--- src/rtl/lcd_ctrl.sv ---
// lcd_ctrl: serialises CPU command bytes and RGB565 pixel frames onto a
// byte-wide LCD PHY through a single registered output stage. A frame is a
// RAMWR command byte followed by high/low bytes of each pixel, optionally
// gated by a frame-mark pulse from the panel with a timeout fallback.
module lcd_ctrl #(
    parameter logic [7:0] RAMWR_CMD = 8'h2C,
    parameter int         FM_TO_W   = 20
) (
    input  logic        clk,
    input  logic        rst_n,
    input  logic [7:0]  cmd_data,
    input  logic        cmd_rs,
    input  logic        cmd_valid,
    output logic        cmd_ready,
    input  logic [15:0] pix_data,
    input  logic        pix_last,
    input  logic        pix_valid,
    output logic        pix_ready,
    input  logic        frame_go,
    input  logic        cfg_fm_sync,
    output logic [7:0]  phy_data,
    output logic        phy_rs,
    output logic        phy_valid,
    input  logic        phy_ready,
    input  logic        phy_fmark_stb,
    output logic        busy,
    output logic        frame_done_stb,
    output logic        fm_timeout_stb
);

    typedef enum logic [2:0] {
        S_IDLE,
        S_WAIT_FM,
        S_HDR,
        S_PIX_HI,
        S_PIX_LO,
        S_DONE
    } state_t;

    localparam logic [FM_TO_W-1:0] FM_CNT_MAX = {FM_TO_W{1'b1}};
    localparam logic [FM_TO_W-1:0] FM_CNT_ONE = FM_TO_W'(1);

    state_t             state_q;
    logic               frame_pend_q;
    logic               fm_sync_q;
    logic [FM_TO_W-1:0] fm_cnt_q;
    logic [7:0]         lo_byte_q;
    logic               last_q;
    logic [7:0]         phy_data_q;
    logic               phy_rs_q;
    logic               phy_valid_q;
    logic               frame_done_q;
    logic               fm_timeout_q;

    // The output register can take a new byte when empty or draining this cycle.
    logic               free;
    logic               load_en;
    logic [7:0]         load_data;
    logic               load_rs;

    assign free = ~phy_valid_q | phy_ready;

    // Select which byte (if any) enters the output register this cycle.
    always_comb begin
        load_en   = 1'b0;
        load_data = cmd_data;
        load_rs   = cmd_rs;
        case (state_q)
            S_IDLE: begin
                if (cmd_valid && free) begin
                    load_en   = 1'b1;
                    load_data = cmd_data;
                    load_rs   = cmd_rs;
                end
            end
            S_HDR: begin
                if (free) begin
                    load_en   = 1'b1;
                    load_data = RAMWR_CMD;
                    load_rs   = 1'b0;
                end
            end
            S_PIX_HI: begin
                if (pix_valid && free) begin
                    load_en   = 1'b1;
                    load_data = pix_data[15:8];
                    load_rs   = 1'b1;
                end
            end
            S_PIX_LO: begin
                if (free) begin
                    load_en   = 1'b1;
                    load_data = lo_byte_q;
                    load_rs   = 1'b1;
                end
            end
            default: begin
                load_en = 1'b0;
            end
        endcase
    end

    // Handshakes are combinational so a byte can be accepted in the cycle it is offered.
    assign cmd_ready = rst_n & (state_q == S_IDLE) & cmd_valid & free;
    assign pix_ready = rst_n & (state_q == S_PIX_HI) & pix_valid & free;

    assign busy           = (state_q != S_IDLE) | frame_pend_q;
    assign phy_data       = phy_data_q;
    assign phy_rs         = phy_rs_q;
    assign phy_valid      = phy_valid_q;
    assign frame_done_stb = frame_done_q;
    assign fm_timeout_stb = fm_timeout_q;

    // PHY output register: holds its byte until the PHY accepts it.
    always_ff @(posedge clk) begin
        if (!rst_n) begin
            phy_valid_q <= 1'b0;
            phy_data_q  <= 8'h00;
            phy_rs_q    <= 1'b0;
        end else if (load_en) begin
            phy_valid_q <= 1'b1;
            phy_data_q  <= load_data;
            phy_rs_q    <= load_rs;
        end else if (phy_ready) begin
            phy_valid_q <= 1'b0;
        end
    end

    // Low byte and end-of-frame flag of the pixel whose high byte goes out now.
    always_ff @(posedge clk) begin
        if (state_q == S_PIX_HI && pix_valid && free) begin
            lo_byte_q <= pix_data[7:0];
            last_q    <= pix_last;
        end
    end

    // Frame sequencer with pending-request latch, frame-mark wait and status pulses.
    always_ff @(posedge clk) begin
        if (!rst_n) begin
            state_q      <= S_IDLE;
            frame_pend_q <= 1'b0;
            fm_sync_q    <= 1'b0;
            fm_cnt_q     <= '0;
            frame_done_q <= 1'b0;
            fm_timeout_q <= 1'b0;
        end else begin
            frame_done_q <= 1'b0;
            fm_timeout_q <= 1'b0;
            // A request is only latched from an idle, un-pended controller.
            if (frame_go && !frame_pend_q && state_q == S_IDLE) begin
                frame_pend_q <= 1'b1;
                fm_sync_q    <= cfg_fm_sync;
            end
            case (state_q)
                S_IDLE: begin
                    // Commands win over a pending frame.
                    if (frame_pend_q && !cmd_valid) begin
                        frame_pend_q <= 1'b0;
                        fm_cnt_q     <= '0;
                        state_q      <= fm_sync_q ? S_WAIT_FM : S_HDR;
                    end
                end
                S_WAIT_FM: begin
                    // A real frame mark on the expiry cycle suppresses the timeout pulse.
                    if (phy_fmark_stb) begin
                        state_q <= S_HDR;
                    end else if (fm_cnt_q == FM_CNT_MAX) begin
                        state_q      <= S_HDR;
                        fm_timeout_q <= 1'b1;
                    end else begin
                        fm_cnt_q <= fm_cnt_q + FM_CNT_ONE;
                    end
                end
                S_HDR: begin
                    if (free) begin
                        state_q <= S_PIX_HI;
                    end
                end
                S_PIX_HI: begin
                    if (pix_valid && free) begin
                        state_q <= S_PIX_LO;
                    end
                end
                S_PIX_LO: begin
                    if (free) begin
                        state_q <= last_q ? S_DONE : S_PIX_HI;
                    end
                end
                S_DONE: begin
                    // Report completion only once the final byte has left the register.
                    if (!phy_valid_q) begin
                        frame_done_q <= 1'b1;
                        state_q      <= S_IDLE;
                    end
                end
                default: begin
                    state_q <= S_IDLE;
                end
            endcase
        end
    end

endmodule

--- config.mk ---
export PLATFORM = sky130hd
export DESIGN_NAME = lcd_ctrl
export DESIGN_NICKNAME = d
export VERILOG_FILES = /design/src/rtl/lcd_ctrl.sv
export SDC_FILE = /design/constraint.sdc
export NUM_CORES = 1
export LEC_CHECK = 0
export BUFFER_PORTS_ARGS = -buffer_cell sky130_fd_sc_hd__buf_2
export CORE_MARGIN = 2
export CORE_UTILIZATION = 25
export CTS_CLUSTER_DIAMETER = 100
export DETAILED_ROUTE_END_ITERATION = 12
export GPL_ROUTABILITY_DRIVEN = 0
export PLACE_DENSITY = 0.51
export SYNTH_ARGS = -nofsm -noshare
export SYNTH_HDL_FRONTEND = slang
export SYNTH_SLANG_ARGS = --single-unit
--- constraint.sdc ---
create_clock -name clk -period 2.7 [get_ports clk]
set_input_delay 0.27 -clock clk [delete_from_list [all_inputs] [get_ports clk]]
set_output_delay 0.27 -clock clk [all_outputs]
set_load 0.02 [all_outputs]
==> summary.md, run 1 <==
| Metric | Value |
|---|---|
| Post-synth top flop | dfxtp_1 |
| Htree depth | 2 |
| Antenna violations before repair | 0 |
| Seq/Total Area, Yosys | 0.410 |
| Syn Nets | 321 |
| Top Family by Delay on Critical Path | simple AND/OR/NAND/NOR gates |
| Max clock buf depth | 2 |
| Post-synthesis simple-gate area fraction | 0.254 |
| FFs w/ async S/R, synth | 0 |
| Internal power | 1.20 mW |
| Slowest stage cell, crit path | a21o_1 |
| Final Skew | 12.1 ps |
| Vias in the first global route | 2170 |
| Total gr overflow | 0 |
| Core Area | 0.00968 mm^2 |
| Clock Sink Count | 46 |
| Die Span X | 103 um |
| Reported max-cap violation count | 0 |
| Avg Synthesized Cell Area | 8.61 um^2 |
| First-pass GRT wire length | 11.2 mm |
| Fill cells | 1027 |
| Largest family of logic cells by synthesized area | compound AO/OA/AOI/OAI gates |
| Worst Hold Class | in2reg |
| Largest net degree at the start of global routing | 20 |
| Post-route ant nets | 0 |
| Worst r2r src | fm_cnt_q[0]$_SDFFE_PN0P_ |
| WL/cell | 14.6 um |
| Site Rows | 36 |
| Vias/cell | 5.01 |
| Min-delay src | pix_data[1] |
| Mux cell area share after synthesis | 0.00813 |
| Buf/Inv on CP | 0 |
| Count of pins over their slew limit | 0 |
| Share of layout cells above drive strength 1 | 0.222 |
| Final Hold Viols | 0 |
| Mapped Cells | 286 |
| Final TNS setup | 0 ps |
| Slew Limit Headroom | 0.359 |
| Post-layout net count | 368 |
| Sw Ratio | 0.386 |
| Setup Viol. Count Final | 0 |
| Die ar. | 0.0107 mm^2 |
| CP max stage delay | 570 ps |
| Setup repair bufs after CTS | 0 |
| Area contributors post-synth | dfxtp_1 30%, edfxtp_1 11%, o21ai_0 6.1%, a31oi_1 4.6%, nand2_1 4.0% |
| Worst setup startpoint | fm_cnt_q[0]$_SDFFE_PN0P_ |
| Worst slew pin tran | 962 ps |
| Unrepaired setup endpoints after global routing | false |
| Max rail drop VDD | 0.224 mV |
| Yosys reg bits | 46 |
| CP startpoint kind | register |
| Routed WL | 6.83 mm |
| CP Class | reg2reg |
| Mapped Area | 0.00246 mm^2 |
| Critical Path Fanout Max | 18 |
| Status | finished clean |
| Clk slew on worst S/H paths | 100 ps |
| Ant. Diodes | 0 |
| Register Area | 0.00101 mm^2 |
| EDFF count, synth | 9 |
| Hold Buf Count CTS | 0 |
| Starting DRT DRC Count | 181 |
| Adder-cell share of the synthesized area | 0.00508 |
| Net switching power | 0.755 mW |
| Number of buffers created by CTS | 5 |
| Area growth, synth to finish | 19.1% |
| Final min period | 2290 ps |
| Crit path DAT | 2530 ps |
| Crit share post-route | 0.848 |
| Endpoint class of the critical path | register |
| Residual DRC count | 0 |
| Flop pwr share | 0.425 |
| Worst-Skew Late Latency | 320 ps |
| Synth Area in XOR/XNOR | 0.00356 |
| Synth warn | 0 |
| Clk root buf | clkbuf_8 |
| Synth Area in Compound Gates | 0.268 |
| CTS tree | yes |
| Die Y | 103 um |
| I/O Buffers | 48 |
| Multi-input logic area | 0.00133 mm^2 |
| Crit path cell chain | ha_1 > nand4_4 > nor4_4 > a21o_1 > nand2_1 > a31oi_1 |
| Largest area contributor in the netlist | dfxtp_1 |
| DR vias | 2341 |
| Netlist cell types | 55 |
| Initial cell density of the core | 0.254 |
| Fmax | 437 MHz |
| Pwr/cell area | 666 mW/mm^2 |
| DPL Wire Length | 4.99 mm |
| Most common cell in the synthesized netlist | dfxtp_1 |
| I/O Pins | 49 |
| Clock power frac | 0.243 |
| All-layer global routing usage | 0.134 |
| Combinational Power Share | 0.332 |
| Share of the synthesized area in the top cell type | 0.301 |
| Detailed Routing Iterations Pass 1 | 4 |
| Leak Pwr | 1.08 nW |
| Cts repair resizes | 0 |
| Crit path required time | 2940 ps |
| Power, Total | 1.95 mW |
| Most frequent cells after synthesis | 37 x dfxtp_1, 30 x o21ai_0, 26 x nand2_1, 19 x nor2_1, 18 x a31oi_1 |
-- placed cells by master (no fill, tap or decap), drive strengths merged, types with 6 or more instances in the layout --
| master | n |
|---|---|
| buf | 56 |
| nand4 | 9 |
| inv | 12 |
| a31oi | 18 |
| nand2 | 26 |
| a21oi | 10 |
| dfxtp | 37 |
| o21ai | 30 |
| o211ai | 11 |
| edfxtp | 9 |
| nand3 | 16 |
| a22oi | 6 |
| nor2 | 19 |
-- cell type report --
cell class,count,area share
Clock inverter,3,0.00896
Tap cell,133,0.0567
Multi-Input combinational cell,215,0.452
Inverter,9,0.0115
Clock buffer,5,0.0235
Timing Repair Buffer,56,0.102
Sequential cell,46,0.345
-- per-layer routing --
layer	routed length (um)	global-route usage	vias up
li1	-	-	1183
met1	3440	0.198	1120
met2	3150	0.202	31
met3	153	0.0202	7
met4	82	0.0395	0
met5	0	0	-
-- worst paths after layout --
path / slack, ps / endpoint / cells past startpoint
worst max-delay path: 410 / fm_cnt_q[8]$_SDFFE_PN0P_ / 6
worst min-delay path: 120 / lo_byte_q[1]$_DFFE_PP_ / 1
worst max register to register: 410 / fm_cnt_q[8]$_SDFFE_PN0P_ / 6
worst min register to register: 500 / fm_cnt_q[1]$_SDFFE_PN0P_ / 2
-- through the flow --
step / utilization / worst slack [ps] / cell area (um^2) / instances / hold slack [ps]
6_report: 0.303 / 410 / 2930 / 467 / 119
5_1_grt: 0.303 / 196 / 2930 / 467 / 96.0
4_1_cts: 0.303 / 403 / 2930 / 467 / 106
3_5_place_dp: 0.293 / 468 / 2840 / 459 / 448
3_3_place_gp: 0.293 / 504 / 2840 / 459 / 448
2_1_floorplan: - / 636 / 2460 / 286 / 348
-- logic make-up after synthesis --
logic type,after synthesis
AO/OA/AOI/OAI,101
XOR/XNOR,1
adder cells (fa/ha/maj),1
buffers and inverters,25
flip-flops,46
multiplexers,2
AND/OR/NAND/NOR,110
-- worst reg2reg max path: cells and delay by family (launching register included) --
family	cells	cell delay [ps]
compound gates	2	770
flops	1	400
fa+ha+maj	1	270
simple gates	3	780
-- state kept, by name (all words and copies together), names as in the netlist --
name and count:
state_q 3, phy_data 8, phy_rs 1, fm_sync_q 1, frame_done_stb 1, fm_timeout_stb 1
fm_cnt_q 20, phy_valid 1, last_q 1, lo_byte_q 8, frame_pend_q 1
-- power groups by stage --
stage | registers (mW) | logic [mW] | clock network, mW
final | 0.830 | 0.648 | 0.475
after detailed placement | 0.845 | 0.648 | 0
after CTS | 0.831 | 0.650 | 0.489
after global placement | 0.843 | 0.653 | 0
after global routing | 0.839 | 0.722 | 0.520
after floorplan | 0.875 | 0.424 | 0
(Power assumes the default switching activity.)
==> inputs of run 2 (changes only) <==
Settings changed: PLACE_DENSITY 0.51 to 0.52.
Clock period 2.7 ns to 1.9 ns, I/O delays scaled along.
==> summary.md, run 2 (synthesized netlist as in run 1, its figures left out) <==
| Metric | Value |
|---|---|
| Met2 GRT Util | 0.222 |
| CP startpoint kind | register |
| Routed WL | 6.92 mm |
| Cells on worst reg2reg path | 5 |
| Post-route ant nets | 0 |
| Residual DRC count | 0 |
| Critical Path Fanout Max | 6 |
| Die Span X | 103 um |
| Worst setup startpoint | fm_cnt_q[1]$_SDFFE_PN0P_ |
| Status | finished clean |
| Vias in the first global route | 2247 |
| Core Util, Final | 0.320 |
| Total gr overflow | 0 |
| Top Usage Layer GRT | met2 |
| Share of layout cells above drive strength 1 | 0.278 |
| Hold Buf Count CTS | 0 |
| Site Rows | 36 |
| DR vias | 2415 |
| Met1 Usage GRT | 0.181 |
| Number of buffers created by CTS | 5 |
| Commonest non-fill, non-tap cell in the layout | buf_2 |
| Register Area | 0.00101 mm^2 |
| Crit path DAT | 2050 ps |
| Reported max-cap violation count | 0 |
| Max reg flops | 20 |
| Final Hold Viols | 0 |
| Clk slew on worst S/H paths | 100 ps |
| Clk root buf | clkbuf_8 |
| Worst slew pin tran | 465 ps |
| Leak Pwr | 1.17 nW |
| Met3 Use GR | 0.0181 |
| WL/cell | 14.2 um |
| Hold path depth | 1 |
| Worst Hold Class | in2reg |
| Max clock buf depth | 2 |
| Initial cell density of the core | 0.254 |
| Starting DRT DRC Count | 133 |
| Post-route worst setup slack | 71.5 ps |
| Clock Sink Count | 46 |
| Final TNS setup | 0 ps |
| First-pass GRT wire length | 11.2 mm |
| Crit share post-route | 0.962 |
| Vias/cell | 4.97 |
| Die Y | 103 um |
| Ant. Diodes | 0 |
| Fill cells | 1016 |
| Multi-input logic area | 0.00134 mm^2 |
| CTS tree | yes |
| Count of pins over their slew limit | 0 |
| Dpl ws | 28.8 ps |
| DPL Wire Length | 5.16 mm |
| All-layer global routing usage | 0.132 |
| Most frequent cells in the layout | 48 x buf_2, 34 x dfxtp_1, 30 x o21ai_0, 27 x buf_4, 26 x nand2_1 |
| Detailed Routing Iterations Pass 1 | 6 |
| Core Area | 0.00968 mm^2 |
| Post-layout net count | 387 |
| I/O Buffers | 48 |
| I/O Pins | 49 |
| Crit path required time | 2130 ps |
| Area growth, synth to finish | 25.8% |
| Die ar. | 0.0107 mm^2 |
| Unrepaired setup endpoints after global routing | false |
| Pwr/cell area | 935 mW/mm^2 |
| Worst r2r src | fm_cnt_q[1]$_SDFFE_PN0P_ |
| Htree depth | 2 |
| Largest net degree at the start of global routing | 23 |
| Setup Viol. Count Final | 0 |
| Endpoint class of the critical path | register |
| Worst-Skew Late Latency | 300 ps |
| Fmax | 547 MHz |
| Top reg by flops | fm_cnt_q |
| Slew Limit Headroom | 0.689 |
| Max rail drop VDD | 0.334 mV |
| Final min period | 1830 ps |
| Final Skew | 8.43 ps |
| Antenna violations before repair | 0 |
| Min-delay src | pix_data[4] |
| CP Class | reg2reg |
## run 2: final cells by class
class,instances,area share
repair buffers,75,0.143
flip-flops and latches,46,0.327
inverters,9,0.0109
clock inverters,3,0.00929
well taps,133,0.0537
multi-input cells,215,0.434
clock buffers,5,0.0222
## run 2: worst paths after layout
path                                     to  slack [ps]
hold reg to reg   fm_cnt_q[17]$_SDFFE_PN0P_         500
setup / recovery  fm_cnt_q[12]$_SDFFE_PN0P_          70
setup reg to reg  fm_cnt_q[12]$_SDFFE_PN0P_          70
hold / removal       lo_byte_q[4]$_DFFE_PP_          50
## run 2: layer usage
layer  wire [um]  up-vias  share of wire
met3         229        4          0.033
met1        3360     1124           0.49
met5           0        -              0
met4          54        0         0.0078
met2        3270       53           0.47
li1            -     1234              -
## run 2: repair_timing
item                       4_1_cts  5_1_grt
resized for setup                1        5
pin swaps                        0        2
setup buffers                    0        0
gates cloned                     0        0
setup endpoints to repair        1       10
## run 2: power by group
part,switching [mW],leakage [nW],internal [mW]
Sequential,0.0683,0.384,1.09
Clock,0.396,0.0506,0.276
Combinational,0.635,0.739,0.432
## run 2: per-stage QoR
step                      cell area (um^2)  power (mW)  cells  hold WS, ps
after floorplan                       2460        1.85    286          268
after global placement                2980        2.24    478          368
after detailed placement              2980        2.24    478          368
after CTS                             3080        2.91    486         38.5
after global routing                  3100        3.08    486         31.6
final                                 3100        2.90    486         52.4
## run 2: critical path, cell delays in order, from the launching register on
cell and delay [ps]:
dfxtp_1 380, ha_4 170, nand4_4 140, or3_4 440, or4_1 410, a41oi_1 210
